## src/rtl/iencoder_loader.sv

```systemverilog
// iencoder_loader: accepts decoded instruction field tuples, re-encodes each
// into a 32-bit instruction word, and streams the words into instruction
// memory through a one-deep output register with a valid/ready write port.
module iencoder_loader #(
  parameter int ADDR_W = 10
) (
  input  logic              clk,
  input  logic              rst_n,
  input  logic              start,
  input  logic [ADDR_W-1:0] base_addr,
  input  logic [ADDR_W-1:0] count,
  input  logic              in_valid,
  output logic              in_ready,
  input  logic [3:0]        cond,
  input  logic [6:0]        opcode,
  input  logic              en_status,
  input  logic [3:0]        rn,
  input  logic [3:0]        rd,
  input  logic [3:0]        rs,
  input  logic [3:0]        rm,
  input  logic [1:0]        shift_op,
  input  logic [4:0]        imm5,
  input  logic [11:0]       imm12,
  input  logic [23:0]       imm24,
  input  logic              P,
  input  logic              U,
  input  logic              W,
  output logic              mem_wr,
  input  logic              mem_ready,
  output logic [ADDR_W-1:0] mem_addr,
  output logic [31:0]       mem_wdata,
  output logic              busy,
  output logic              done,
  output logic              err_illegal,
  output logic [ADDR_W-1:0] wr_count
);

  typedef enum logic [1:0] {IDLE, RUN, DRAIN, DONE} state_t;

  state_t            state_q, state_d;
  logic [ADDR_W-1:0] addr_q;
  logic [ADDR_W-1:0] count_q;
  logic [ADDR_W-1:0] acc_q, acc_d;
  logic [ADDR_W-1:0] wr_count_q;
  logic              wr_q;
  logic [31:0]       wdata_q;
  logic              err_q;

  logic              enc_legal;
  logic [31:0]       enc_word;
  logic [3:0]        alu;
  logic              s_bit;
  logic              ls_i;
  logic              ls_l;
  logic [3:0]        ls_rn;
  logic              accept;
  logic              wr_done;
  logic              start_ok;

  // The opcode's low three bits always supply P/U/W, so the ports are
  // carried for interface compatibility only.
  logic unused_puw;
  assign unused_puw = ^{P, U, W};

  assign accept   = in_valid && in_ready;
  assign wr_done  = wr_q && mem_ready;
  assign start_ok = start && ((state_q == IDLE) || (state_q == DONE));

  // Combinational encoder: maps the field tuple to a word and flags illegal opcodes.
  always_comb begin
    enc_legal = 1'b0;
    enc_word  = 32'h0;
    alu       = 4'h0;
    s_bit     = 1'b0;
    ls_i      = 1'b0;
    ls_l      = 1'b0;
    ls_rn     = rn;
    if (opcode == 7'b0000000) begin
      enc_legal = 1'b1;
      enc_word  = {cond, 28'h3200000};
    end else if (opcode == 7'b0000001) begin
      enc_legal = 1'b1;
      enc_word  = {cond, 28'h1000000};
    end else if (!opcode[6] && opcode[3]) begin
      case (opcode[2:0])
        3'b000:  alu = 4'b0100;
        3'b001:  alu = 4'b0010;
        3'b010:  alu = 4'b1010;
        3'b011:  alu = 4'b0000;
        3'b100:  alu = 4'b1100;
        3'b101:  alu = 4'b0001;
        3'b110:  alu = 4'b1101;
        default: alu = 4'b1111;
      endcase
      // CMP only exists to set flags, so S is forced for it.
      s_bit = en_status | (opcode[2:0] == 3'b010);
      case (opcode[5:4])
        2'b00: begin
          enc_legal = 1'b1;
          enc_word  = {cond, 2'b00, 1'b1, alu, s_bit, rn, rd, imm12};
        end
        2'b01: begin
          enc_legal = 1'b1;
          enc_word  = {cond, 2'b00, 1'b0, alu, s_bit, rn, rd, imm5, shift_op, 1'b0, rm};
        end
        2'b11: begin
          enc_legal = 1'b1;
          enc_word  = {cond, 2'b00, 1'b0, alu, s_bit, rn, rd, rs, 1'b0, shift_op, 1'b1, rm};
        end
        default: enc_legal = 1'b0;
      endcase
    end else if (opcode == 7'b1000000) begin
      enc_legal = 1'b1;
      enc_word  = {cond, 4'b1010, imm24};
    end else if (opcode[6]) begin
      case (opcode[5:3])
        3'b001: begin
          enc_legal = 1'b1;
          ls_l      = 1'b1;
          ls_rn     = 4'hF;
        end
        3'b100: begin
          enc_legal = 1'b1;
          ls_l      = 1'b1;
        end
        3'b101: begin
          enc_legal = 1'b1;
          ls_i      = 1'b1;
          ls_l      = 1'b1;
        end
        3'b110: begin
          enc_legal = 1'b1;
        end
        3'b111: begin
          enc_legal = 1'b1;
          ls_i      = 1'b1;
        end
        default: enc_legal = 1'b0;
      endcase
      enc_word = {cond, 2'b01, ls_i, opcode[2], opcode[1], 1'b0, opcode[0], ls_l,
                  ls_rn, rd, (ls_i ? {imm5, shift_op, 1'b0, rm} : imm12)};
    end
  end

  // Session sequencing: next state and accepted-tuple count.
  always_comb begin
    state_d = state_q;
    acc_d   = accept ? acc_q + 1'b1 : acc_q;
    case (state_q)
      IDLE:    if (start) state_d = RUN;
      RUN:     if (acc_d == count_q) state_d = DRAIN;
      DRAIN:   if (!wr_q) state_d = DONE;
      DONE:    state_d = start ? RUN : IDLE;
      default: state_d = IDLE;
    endcase
  end

  // State register.
  always_ff @(posedge clk) begin
    if (!rst_n) begin
      state_q <= IDLE;
    end else begin
      state_q <= state_d;
    end
  end

  // Session bookkeeping, output register and write-address tracking.
  always_ff @(posedge clk) begin
    if (!rst_n) begin
      addr_q     <= '0;
      count_q    <= '0;
      acc_q      <= '0;
      wr_count_q <= '0;
      wr_q       <= 1'b0;
      wdata_q    <= 32'h0;
      err_q      <= 1'b0;
    end else begin
      if (start_ok) begin
        addr_q     <= base_addr;
        count_q    <= count;
        acc_q      <= '0;
        wr_count_q <= '0;
        err_q      <= 1'b0;
      end else begin
        acc_q <= acc_d;
        if (accept && !enc_legal) err_q <= 1'b1;
        if (wr_done) begin
          addr_q     <= addr_q + 1'b1;
          wr_count_q <= wr_count_q + 1'b1;
        end
      end
      if (accept && enc_legal) begin
        wr_q    <= 1'b1;
        wdata_q <= enc_word;
      end else if (wr_done) begin
        wr_q <= 1'b0;
      end
    end
  end

  assign in_ready    = (state_q == RUN) && (acc_q < count_q) && (!wr_q || mem_ready);
  assign mem_wr      = wr_q;
  assign mem_addr    = addr_q;
  assign mem_wdata   = wdata_q;
  assign busy        = (state_q == RUN) || (state_q == DRAIN);
  assign done        = (state_q == DONE);
  assign err_illegal = err_q;
  assign wr_count    = wr_count_q;

endmodule

```

## config.mk

```make
export PLATFORM = sky130hd
export DESIGN_NAME = iencoder_loader
export DESIGN_NICKNAME = d
export VERILOG_FILES = /design/src/rtl/iencoder_loader.sv
export SDC_FILE = /design/constraint.sdc
export NUM_CORES = 1
export LEC_CHECK = 0
export ABC_AREA = 1
export BUFFER_PORTS_ARGS = -buffer_cell sky130_fd_sc_hd__buf_2
export CAP_MARGIN = 20
export CELL_PAD_IN_SITES_DETAIL_PLACEMENT = 1
export CELL_PAD_IN_SITES_GLOBAL_PLACEMENT = 1
export CORE_MARGIN = 2
export CORE_UTILIZATION = 35
export CTS_CLUSTER_SIZE = 10
export DETAILED_ROUTE_END_ITERATION = 6
export GPL_ROUTABILITY_DRIVEN = 0
export PLACE_DENSITY_LB_ADDON = 0.3
export SETUP_SLACK_MARGIN = 0.1
export SYNTH_ARGS = -nofsm -noshare
export SYNTH_HDL_FRONTEND = slang
export SYNTH_SLANG_ARGS = --single-unit
```

## constraint.sdc

```tcl
create_clock -name clk -period 3.3 [get_ports clk]
set_clock_uncertainty 0.15 [all_clocks]
set_input_delay 0.165 -clock clk [delete_from_list [all_inputs] [get_ports clk]]
set_output_delay 0.165 -clock clk [all_outputs]
set_load 0.02 [all_outputs]
```

==> insert_results.sql, run 1 <==
INSERT INTO impl_metrics (metric_group, metric, value, unit) VALUES
('clock_tree', 'cts_root_buffer', 'sky130_fd_sc_hd__clkbuf_16', ''),
('synth', 'synth.ff_latch_count', '76', ''),
('clock_tree', 'cts_buffer_depth', '2', ''),
('global_route', 'global_route.usage.total', '23.3', '%'),
('clock_tree', 'htree_num_levels', '3', ''),
('synth', 'muxShareOfSynthArea', '0', '%'),
('synth', 'mappedNetlistNets', '801', ''),
('sta', 'rsz0062_at_grt', 'no', ''),
('synth', 'yosys_warnings', '0', ''),
('synth', 'post_synth.cell_area_avg', '6.79', 'µm²'),
('synth', 'yosys-top-cells-area', 'sky130_fd_sc_hd__dfxtp_1, sky130_fd_sc_hd__nand2_1, sky130_fd_sc_hd__a21oi_1', ''),
('sta', 'timing_worst_slew_pin_value', '0.746', 'ns'),
('clock_tree', 'worstSkewPairLatency', '0.34', 'ns'),
('synth', 'yosys.area_share.xor_xnor', '1.51', '%'),
('synth', 'yosys-top-cells-count', 'sky130_fd_sc_hd__nand2_1, sky130_fd_sc_hd__dfxtp_1, sky130_fd_sc_hd__inv_1, sky130_fd_sc_hd__a21oi_1, sky130_fd_sc_hd__nor2_1', ''),
('global_route', 'grt_max_degree', '37', ''),
('synth', 'synth_top_flop_cell', 'sky130_fd_sc_hd__dfxtp_1', ''),
('layout', 'layout-drive-gt1-share', '24.4', '%'),
('job', 'timing.max_cap.violations', '0', ''),
('routing', 'drt_wl_total', '16200', 'µm'),
('setup_path', 'setup.worst_path.end_class', 'register', ''),
('clock_tree', 'post_cts_hold_buffer_count', '17', ''),
('layout', 'finish.cell_count_without_fillers', '1028', ''),
('sta', 'min_period_over_period', '82.6', '%'),
('clock_tree', 'cts.sink_count', '76', ''),
('synth', 'synth_largest_area_cell', 'sky130_fd_sc_hd__dfxtp_1', ''),
('setup_path', 'critical_path_class', 'reg2reg', ''),
('setup_path', 'timing.critical_path.fanout_max', '10', ''),
('place', 'dp_hpwl', '12200', 'µm'),
('worst_hold_path', 'worstHoldPathType', 'in2reg', ''),
('global_route', 'antenna_found_initial', '1', ''),
('synth', 'synth_async_sr_flop_share', '0', '%'),
('setup_path', 'setup.reg_to_reg.worst_slack', '0.58', 'ns'),
('setup_path', 'worstPathArrival', '2.82', 'ns'),
('clock_tree', 'tritoncts_clock_tree', 'built', ''),
('routing', 'detail_route.drc_violations', '0', ''),
('setup_path', 'critPathRequiredTime', '3.39', 'ns'),
('clock_tree', 'postCtsSetupRepairBufs', '0', ''),
('routing', 'routedWlPerCell', '15.7', 'µm'),
('synth', 'synth_edf_count', '0', ''),
('global_route', 'wire_length_of_the_first_global_routing_pass', '27100', 'µm'),
('sta', 'timing.setup.tns', '0', 'ns'),
('floorplanning', 'floorplan.die_area', '14200', 'µm²'),
('synth', 'yosys.cell_count.top_type', 'sky130_fd_sc_hd__nand2_1', ''),
('floorplanning', 'chipWidth', '119', 'µm'),
('global_route', 'grt_pass1_vias', '5786', ''),
('synth', 'fraction_of_the_mapped_netlist_area_in_compound_gates', '22.3', '%'),
('floorplanning', 'core', '13100', 'µm²'),
('status', 'status', 'completed', ''),
('floorplanning', 'rows', '42', ''),
('sta', 'timing.final.max_slew_violations', '0', ''),
('layout', 'multiInputGateArea', '2680', 'µm²'),
('pwr', 'vdd.ir_drop.worst', '0.243', 'mV'),
('routing', 'drt_pre_antenna_iters', '4', ''),
('sta', 'setup_viol', '0', ''),
('setup_path', 'crit-reg2reg-launch', 'acc_q[5]$_SDFF_PP0_', ''),
('layout', 'fillerInstances', '1770', ''),
('setup_path', 'worstRegToRegCells', '18', ''),
('clock_tree', 'cts_made_buffers', '9', ''),
('synth', 'synth-simple-area-share', '29.2', '%'),
('setup_path', 'start_kind', 'register', ''),
('layout', 'register_area', '1520', 'µm²'),
('routing', 'dr_total_vias', '5316', ''),
('layout', 'antenna_cells_inserted', '0', ''),
('routing', 'drt_iter0_markers', '205', ''),
('sta', 'timing.final.hold_violations', '0', ''),
('global_route', 'grt_overflow_total', '0', ''),
('place', 'portBuffers', '152', ''),
('place', 'placed_area', '5570', 'µm²'),
('synth', 'post_synth_num_cell_types', '45', ''),
('layout', 'area.growth.synth_to_final', '29.6', '%');
stage by stage:
step / worst slack (ns) / power [mW] / hold slack (ns) / util (%)
floorplan: 1.02 / 2.19 / 0.175 / -
global placement: 0.648 / 2.55 / 0.287 / 42.4
detailed placement: 0.554 / 2.62 / 0.291 / 42.4
CTS: 0.554 / 3.66 / 0.00346 / 45.9
global route: 0.274 / 3.89 / 0.0154 / 45.9
finish: 0.575 / 3.62 / 0.00456 / 45.9
cells in the final DEF, fill, tap and decap left out, drive strengths merged, types with 2 or more instances in the layout:
master         n
a31oi          8
nand3b         2
o211ai        11
ha            17
nor2          65
a221oi         4
nand2        163
a22oi         10
inv           77
a221o          6
a21oi         69
clkinvlp       2
nand4         12
a211oi         2
a311oi         2
clkinv         4
clkbuf        11
dfxtp         76
o221ai         2
o21ai         51
nand3         42
xor2           7
dlygate4sd3   17
buf          163
nor3          17
o22ai          2
kinds of logic after synthesis:
group	after synthesis
adder cells (fa/ha/maj)	17
buffers and inverters	108
AO/OA/AOI/OAI	173
flip-flops	76
AND/OR/NAND/NOR	303
XOR/XNOR	8
registers in the layout, summed over array words and instances, names as in the netlist:
name / cells
mem_wdata: 32
acc_q: 10
count_q: 10
mem_addr: 10
wr_count: 10
state_q: 2
err_illegal: 1
mem_wr: 1
cell type report:
type                       count  area share [%]
clock buffer                  11            4.03
clock inverter                 4           0.830
inverter                      80            4.98
multi-input combinational    501            44.5
sequential                    76            25.2
tap                          176            3.65
timing repair buffer         180            16.8
power breakdown:
| group | switching, mW | internal, mW | leakage (nW) | total [mW] |
|---|---|---|---|---|
| Combinational | 0.958 | 0.500 | 1.99 | 1.46 |
| Clock | 0.403 | 0.601 | 0.138 | 1.00 |
| Sequential | 0.109 | 1.05 | 0.617 | 1.16 |
worst max-delay path, cell delays in order, from the launching register on:
cell and delay (ns):
sky130_fd_sc_hd__dfxtp_1 0.46, sky130_fd_sc_hd__ha_1 0.31, sky130_fd_sc_hd__nand2_1 0.12, sky130_fd_sc_hd__nor2_1 0.06, sky130_fd_sc_hd__nand2_1 0.08, sky130_fd_sc_hd__nor2_2 0.06, sky130_fd_sc_hd__nor2_4 0.21, sky130_fd_sc_hd__buf_4 0.23
sky130_fd_sc_hd__nand3_1 0.13, sky130_fd_sc_hd__nand2_1 0.12, sky130_fd_sc_hd__nand3_1 0.07, sky130_fd_sc_hd__nand2_1 0.07, sky130_fd_sc_hd__nand2_1 0.06, sky130_fd_sc_hd__nor2_2 0.14, sky130_fd_sc_hd__nand3_2 0.09, sky130_fd_sc_hd__nand2_2 0.09
sky130_fd_sc_hd__nand3_1 0.07, sky130_fd_sc_hd__nand2_1 0.07, sky130_fd_sc_hd__nor2_1 0.04
worst max-delay path by stage:
stage	start	cells past startpoint	to	slack [ns]
floorplan	count_q[5]$_SDFFE_PN0P_	16	state_q[0]$_SDFFE_PN0P_	1.02
global placement	count_q[9]$_SDFFE_PN0P_	14	mem_wdata[24]$_SDFFE_PN0P_	0.65
detailed placement	count_q[9]$_SDFFE_PN0P_	19	state_q[0]$_SDFFE_PN0P_	0.55
CTS	count_q[9]$_SDFFE_PN0P_	19	state_q[0]$_SDFFE_PN0P_	0.55
global route	acc_q[5]$_SDFF_PP0_	13	mem_wdata[24]$_SDFFE_PN0P_	0.27
finish	acc_q[5]$_SDFF_PP0_	18	state_q[0]$_SDFFE_PN0P_	0.58
routing by layer:
layer	global-route usage (%)	part of all wire (%)
met3	6.61	6.5
met1	25.8	42
met4	8.97	2.1
met2	42.2	50
met5	0	0
Power figures use the tool's default switching activity.
==> run 2, diff against run 1 <==
==> constraint.sdc (replaced) <==
create_clock -name clk -period 2.66 [get_ports clk]
set_clock_uncertainty 0.15 [all_clocks]
set_input_delay 0.133 -clock clk [delete_from_list [all_inputs] [get_ports clk]]
set_output_delay 0.133 -clock clk [all_outputs]
set_load 0.02 [all_outputs]
==> insert_results.sql, run 2 (synthesis gave the netlist of run 1 again) <==
INSERT INTO impl_metrics (metric_group, metric, value, unit) VALUES
('pwr', 'powerDensity', '781', 'nW/µm²'),
('clock_tree', 'cts_made_buffers', '9', ''),
('pwr', 'vdd.ir_drop.worst', '0.314', 'mV'),
('global_route', 'grt_overflow_total', '0', ''),
('sta', 'timing.fmax', '373', 'MHz'),
('pwr', 'power_switching_share', '42.1', '%'),
('layout', 'flip_flop_count_of_the_largest_register_all_copies_and_words_added', '32', ''),
('sta', 'final.min_clock_period', '2.68', 'ns'),
('status', 'violations', 'setup timing', ''),
('layout', 'area.growth.synth_to_final', '46.2', '%'),
('routing', 'dr_total_vias', '5745', ''),
('floorplanning', 'core', '13100', 'µm²'),
('layout', 'most-common-layout-cells', 'sky130_fd_sc_hd__buf_2, sky130_fd_sc_hd__nand2_1, sky130_fd_sc_hd__a21oi_1', ''),
('routing', 'detail_route.drc_violations', '0', ''),
('pwr', 'power_frac_seq', '27.9', '%'),
('layout', 'design_area', '6800', 'µm²'),
('routing', 'drt_iter0_markers', '236', ''),
('status', 'status', 'finished, violations left', ''),
('floorplanning', 'top_level_ports', '156', ''),
('pwr', 'combPwrFrac', '47.7', '%'),
('clock_tree', 'cts.sink_count', '76', ''),
('routing', 'drt_wl_total', '19800', 'µm'),
('place', 'placed_area', '5650', 'µm²'),
('global_route', 'grt_pass1_vias', '5956', ''),
('pwr', 'power.static_leakage', '3.04', 'nW'),
('job', 'timing.max_cap.violations', '0', ''),
('setup_path', 'start_kind', 'register', ''),
('setup_path', 'worstPathArrival', '2.76', 'ns'),
('floorplanning', 'floorplan.die_area', '14200', 'µm²'),
('setup_path', 'timing.critical_path.fanout_max', '5', ''),
('sta', 'rsz0062_at_grt', 'yes', ''),
('setup_path', 'critical_path_class', 'reg2reg', ''),
('pwr', 'totalPowerFinal', '5.32', 'mW'),
('floorplanning', 'initial_core_util', '35.4', '%'),
('setup_path', 'critPathRequiredTime', '2.74', 'ns'),
('clock_tree', 'cts_buffer_depth', '2', ''),
('layout', 'final_net_count', '1006', ''),
('sta', 'slew_headroom', '51.6', '%'),
('sta', 'timing_worst_slew_pin_value', '0.724', 'ns'),
('pwr', 'cellInternalPower', '3.08', 'mW'),
('worst_hold_path', 'worstHoldPathType', 'in2reg', ''),
('pwr', 'netSwitchingPower', '2.24', 'mW'),
('global_route', 'wire_length_of_the_first_global_routing_pass', '28800', 'µm'),
('floorplanning', 'dieHeight', '119', 'µm'),
('layout', 'mostFrequentLayoutCell', 'sky130_fd_sc_hd__buf_2', ''),
('routing', 'detail_route.vias_per_cell', '5.36', ''),
('sta', 'fin_ws', '-0.0213', 'ns'),
('place', 'dp_hpwl', '12400', 'µm'),
('routing', 'ant_nets', '0', ''),
('sta', 'timing.final.max_slew_violations', '0', ''),
('sta', 'min_period_over_period', '101', '%'),
('clock_tree', 'clk_pin_slew_worst_paths', '0.06', 'ns'),
('floorplanning', 'rows', '42', ''),
('pwr', 'clock_power_share', '24.3', '%'),
('global_route', 'global_route.usage.total', '24.8', '%'),
('place', 'portBuffers', '152', ''),
('clock_tree', 'cts_root_buffer', 'sky130_fd_sc_hd__clkbuf_16', ''),
('sta', 'timing.final.hold_violations', '0', ''),
('global_route', 'antenna_found_initial', '0', ''),
('layout', 'antenna_cells_inserted', '0', ''),
('setup_path', 'setup.worst_path.end_class', 'register', ''),
('routing', 'drt_pre_antenna_iters', '4', ''),
('layout', 'layout-drive-gt1-share', '34.6', '%'),
('clock_tree', 'htree_num_levels', '3', ''),
('routing', 'routedWlPerCell', '18.5', 'µm'),
('clock_tree', 'worstSkewPairLatency', '0.34', 'ns'),
('global_route', 'grt_max_degree', '36', ''),
('clock_tree', 'tritoncts_clock_tree', 'built', ''),
('sta', 'worst_hold_slack', '0.00904', 'ns'),
('layout', 'fillerInstances', '1690', ''),
('floorplanning', 'chipWidth', '119', 'µm'),
('sta', 'setup_viol', '2', '');
-- run 2: timing repair --
action	CTS	global route
endpoints found under the setup margin	33	14
pin swaps	11	32
buffers inserted	10	12
hold endpoints to repair	24	0
hold buffers	25	0
resized for setup	19	70
gates cloned	2	3
-- run 2: path summary, 6_finish.rpt --
| check | from | slack [ns] | to | cells after the start |
|---|---|---|---|---|
| max | count_q[9]$_SDFFE_PN0P_ | -0.02 | state_q[0]$_SDFFE_PN0P_ | 20 |
| min | rd[0] | 0.009 | mem_wdata[12]$_SDFFE_PN0P_ | 5 |
| max reg2reg | count_q[9]$_SDFFE_PN0P_ | -0.02 | state_q[0]$_SDFFE_PN0P_ | 20 |
| min reg2reg | mem_wdata[2]$_SDFFE_PN0P_ | 0.31 | mem_wdata[2]$_SDFFE_PN0P_ | 2 |
-- run 2: routing by layer --
layer | vias to the layer above | track usage, % | wire, µm
met1 | 2781 | 27.4 | 7760
met5 | - | 0 | 0
li1 | 2731 | - | -
met3 | 44 | 6.37 | 1130
met4 | 0 | 8.68 | 685
met2 | 189 | 45.9 | 10300
-- run 2: power by group through the flow --
stage	logic (mW)	clock network [mW]	registers, mW
floorplan	1.18	0	1.53
global placement	1.75	0	1.44
detailed placement	1.84	0	1.46
CTS	2.10	1.31	1.45
global route	2.74	1.36	1.50
finish	2.54	1.29	1.48
-- run 2: cell type report --
| type | instances | area, µm² | area share (%) |
|---|---|---|---|
| multi-input combinational | 503 | 2970 | 43.7 |
| sequential | 76 | 1540 | 22.6 |
| timing repair buffer | 220 | 1450 | 21.3 |
| inverter | 80 | 312 | 4.58 |
| clock buffer | 11 | 253 | 3.71 |
| tap | 176 | 220 | 3.24 |
| clock inverter | 5 | 60.1 | 0.883 |
-- run 2: worst max-delay path, cell delays in order (launching register included) --
cell                      delay, ns
sky130_fd_sc_hd__dfxtp_2       0.36
sky130_fd_sc_hd__inv_4         0.05
sky130_fd_sc_hd__ha_4          0.28
sky130_fd_sc_hd__nand2_4       0.06
sky130_fd_sc_hd__nor2_4        0.14
sky130_fd_sc_hd__nand2_2       0.09
sky130_fd_sc_hd__nor2_4        0.15
sky130_fd_sc_hd__nor2_4        0.05
sky130_fd_sc_hd__buf_6         0.13
sky130_fd_sc_hd__nand3_4       0.17
sky130_fd_sc_hd__inv_4         0.07
sky130_fd_sc_hd__nand2_2       0.07
sky130_fd_sc_hd__nand2_1       0.08
sky130_fd_sc_hd__nand2_1       0.11
sky130_fd_sc_hd__nand2_1       0.08
sky130_fd_sc_hd__nor2_2        0.12
sky130_fd_sc_hd__nand3_2       0.10
sky130_fd_sc_hd__nand2_4       0.11
sky130_fd_sc_hd__nand3_2       0.08
sky130_fd_sc_hd__nand2_2       0.09
sky130_fd_sc_hd__nor2_2        0.03
-- run 2: stage by stage --
stage	TNS, ns	std cells	setup WS (ns)	util (%)
CTS	0	1057	0.101	48.7
finish	-0.0418	1071	-0.0213	51.8
detailed placement	-0.226	1004	-0.108	43.0
global route	-0.220	1071	-0.114	51.8
global placement	0	1004	0.0298	43.0
floorplan	0	685	0.382	-
==> run 3, diff against run 2 <==
--- a/config.mk
+++ b/config.mk
@@ -11,7 +11,7 @@
 export CELL_PAD_IN_SITES_DETAIL_PLACEMENT = 1
 export CELL_PAD_IN_SITES_GLOBAL_PLACEMENT = 1
 export CORE_MARGIN = 2
-export CORE_UTILIZATION = 35
+export CORE_UTILIZATION = 38
 export CTS_CLUSTER_SIZE = 10
 export DETAILED_ROUTE_END_ITERATION = 6
 export GPL_ROUTABILITY_DRIVEN = 0
==> constraint.sdc (replaced) <==
create_clock -name clk -period 3.1 [get_ports clk]
set_clock_uncertainty 0.15 [all_clocks]
set_input_delay 0.155 -clock clk [delete_from_list [all_inputs] [get_ports clk]]
set_output_delay 0.155 -clock clk [all_outputs]
set_load 0.02 [all_outputs]
==> insert_results.sql, run 3 (synthesis gave the netlist of run 1 again) <==
INSERT INTO impl_metrics (metric_group, metric, value, unit) VALUES
('status', 'status', 'completed', ''),
('layout', 'flip_flop_count_of_the_largest_register_all_copies_and_words_added', '32', ''),
('floorplanning', 'initial_core_util', '38.9', '%'),
('floorplanning', 'top_level_ports', '156', ''),
('clock_tree', 'htree_num_levels', '3', ''),
('setup_path', 'critical-path-max-stage-delay', '0.48', 'ns'),
('clock_tree', 'cts_made_buffers', '9', ''),
('clock_tree', 'cts_buffer_depth', '2', ''),
('clock_tree', 'worstSkewPairLatency', '0.35', 'ns'),
('sta', 'fin_ws', '0.330', 'ns'),
('setup_path', 'setup.worst_path.end_class', 'register', ''),
('sta', 'timing.final.hold_violations', '0', ''),
('global_route', 'grt_pass1_vias', '5577', ''),
('clock_tree', 'tritoncts_clock_tree', 'built', ''),
('layout', 'layout-drive-gt1-share', '24.7', '%'),
('place', 'portBuffers', '152', ''),
('pwr', 'vdd.ir_drop.worst', '0.226', 'mV'),
('clock_tree', 'cts.sink_count', '76', ''),
('setup_path', 'crit-reg2reg-launch', 'acc_q[5]$_SDFF_PP0_', ''),
('floorplanning', 'chipWidth', '115', 'µm'),
('routing', 'detail_route.vias_per_cell', '5.35', ''),
('floorplanning', 'floorplan.die_area', '13100', 'µm²'),
('routing', 'ant_nets', '0', ''),
('worst_hold_path', 'worstHoldPathType', 'in2reg', ''),
('sta', 'timing_worst_slew_pin_value', '0.966', 'ns'),
('worst_hold_path', 'whs_endpoint', 'mem_addr[0]$_SDFFE_PN0P_', ''),
('job', 'timing.max_cap.violations', '0', ''),
('setup_path', 'setup.reg_to_reg.worst_slack', '0.33', 'ns'),
('routing', 'dr_total_vias', '5399', ''),
('place', 'placed_area', '5520', 'µm²'),
('sta', 'rsz0062_at_grt', 'no', ''),
('routing', 'routedWlPerCell', '16.4', 'µm'),
('pwr', 'power.static_leakage', '2.80', 'nW'),
('global_route', 'antenna_found_initial', '1', ''),
('sta', 'timing.setup.tns', '0', 'ns'),
('sta', 'final.min_clock_period', '2.77', 'ns'),
('routing', 'drt_wl_total', '16500', 'µm'),
('layout', 'design_area', '6100', 'µm²'),
('global_route', 'global_route.usage.total', '25.4', '%'),
('sta', 'setup_viol', '0', ''),
('routing', 'detail_route.drc_violations', '0', ''),
('layout', 'area.growth.synth_to_final', '31.0', '%'),
('global_route', 'wire_length_of_the_first_global_routing_pass', '26700', 'µm'),
('layout', 'post-route-util', '51.0', '%'),
('global_route', 'grt_overflow_total', '0', ''),
('worst_hold_path', 'holdPathStages', '4', ''),
('routing', 'drt_pre_antenna_iters', '4', ''),
('worst_hold_path', 'holdCritStartpoint', 'base_addr[0]', ''),
('setup_path', 'critPathRequiredTime', '3.19', 'ns'),
('setup_path', 'worstPathArrival', '2.86', 'ns'),
('sta', 'timing.fmax', '361', 'MHz'),
('floorplanning', 'dieHeight', '115', 'µm'),
('global_route', 'grt_max_degree', '37', ''),
('layout', 'antenna_cells_inserted', '0', ''),
('layout', 'mostFrequentLayoutCell', 'sky130_fd_sc_hd__nand2_1', ''),
('clock_tree', 'clk_pin_slew_worst_paths', '0.06', 'ns'),
('setup_path', 'slowest_library_cell_on_the_worst_path', 'sky130_fd_sc_hd__dfxtp_1', ''),
('setup_path', 'timing.critical_path.fanout_max', '10', ''),
('setup_path', 'critical_path_class', 'reg2reg', ''),
('clock_tree', 'cts_root_buffer', 'sky130_fd_sc_hd__clkbuf_16', ''),
('pwr', 'powerDensity', '641', 'nW/µm²'),
('sta', 'timing.final.max_slew_violations', '0', ''),
('setup_path', 'worstReg2RegEnd', 'state_q[1]$_SDFFE_PN0P_', ''),
('layout', 'final_net_count', '973', ''),
('routing', 'drt_iter0_markers', '164', ''),
('floorplanning', 'core', '12000', 'µm²'),
('layout', 'most-common-layout-cells', 'sky130_fd_sc_hd__nand2_1, sky130_fd_sc_hd__buf_2, sky130_fd_sc_hd__dfxtp_1', ''),
('setup_path', 'worstRegToRegCells', '18', ''),
('setup_path', 'start_kind', 'register', ''),
('setup_path', 'path_cells', 'ha_1 > nand2_1 > nor2_1 > nand2_1 > nor2_2 > nor2_4 > buf_4 > nand3_1 > nand2_1 > nand3_1 > nand2_1 > nand2_1 > nor2_2 > nand3_2 > nand2_2 > nand3_1 > nand2_1 > nor2_1', ''),
('clock_tree', 'post_cts.resized_instances', '0', ''),
('sta', 'slew_headroom', '35.6', '%'),
('floorplanning', 'rows', '40', ''),
('place', 'dp_hpwl', '12000', 'µm'),
('sta', 'min_period_over_period', '89.3', '%'),
('place', 'placement.setup.worst_slack', '0.248', 'ns'),
('setup_path', 'critPathMostFrequentCell', 'sky130_fd_sc_hd__nand2_1', '');
run 3: layer usage:
metal,routed length (µm),GRT usage [%]
met1,6800,28.5
met2,8320,45.6
met3,891,5.45
met4,501,12.1
met5,0,0
run 3: worst max path at each step:
stage	start	to	slack [ns]
detailed placement	acc_q[5]$_SDFF_PP0_	mem_wdata[24]$_SDFFE_PN0P_	0.25
finish	acc_q[5]$_SDFF_PP0_	state_q[1]$_SDFFE_PN0P_	0.33
floorplan	count_q[5]$_SDFFE_PN0P_	state_q[0]$_SDFFE_PN0P_	0.82
global placement	acc_q[5]$_SDFF_PP0_	mem_wdata[24]$_SDFFE_PN0P_	0.34
global route	acc_q[5]$_SDFF_PP0_	state_q[0]$_SDFFE_PN0P_	0.10
CTS	acc_q[5]$_SDFF_PP0_	mem_wdata[24]$_SDFFE_PN0P_	0.23
run 3: cell type report:
type                       count  area, µm²
tap                          147        184
sequential                    76       1520
clock buffer                  12        256
timing repair buffer         189       1110
fill                        1607       5860
multi-input combinational    501       2680
clock inverter                 4       47.5
inverter                      80        300
run 3: stage by stage:
step	power (mW)	instances	hold WS [ns]
final	3.91	1009	0.000200
after global routing	4.16	1009	0.0225
after CTS	3.92	1004	0.00101
after detailed placement	2.78	966	0.283
after global placement	2.71	966	0.276
after floorplan	2.33	685	0.165
run 3: timing repair:
item | CTS | global route
hold buffers | 22 | 0
endpoints found under the hold margin | 22 | 0
endpoints found under the setup margin | 0 | 27
setup buffers | 0 | 5
run 3: power by group:
part           switching [mW]  internal (mW)
logic                    1.04          0.544
clock network           0.429          0.665
registers               0.115           1.12
total                    1.58           2.33
run 3: critical path, delay by kind of cell (launching register included):
family        cells  cell delay, ns
simple gates     16            1.48
buf+inv           1            0.23
fa+ha+maj         1            0.31
flops             1            0.48
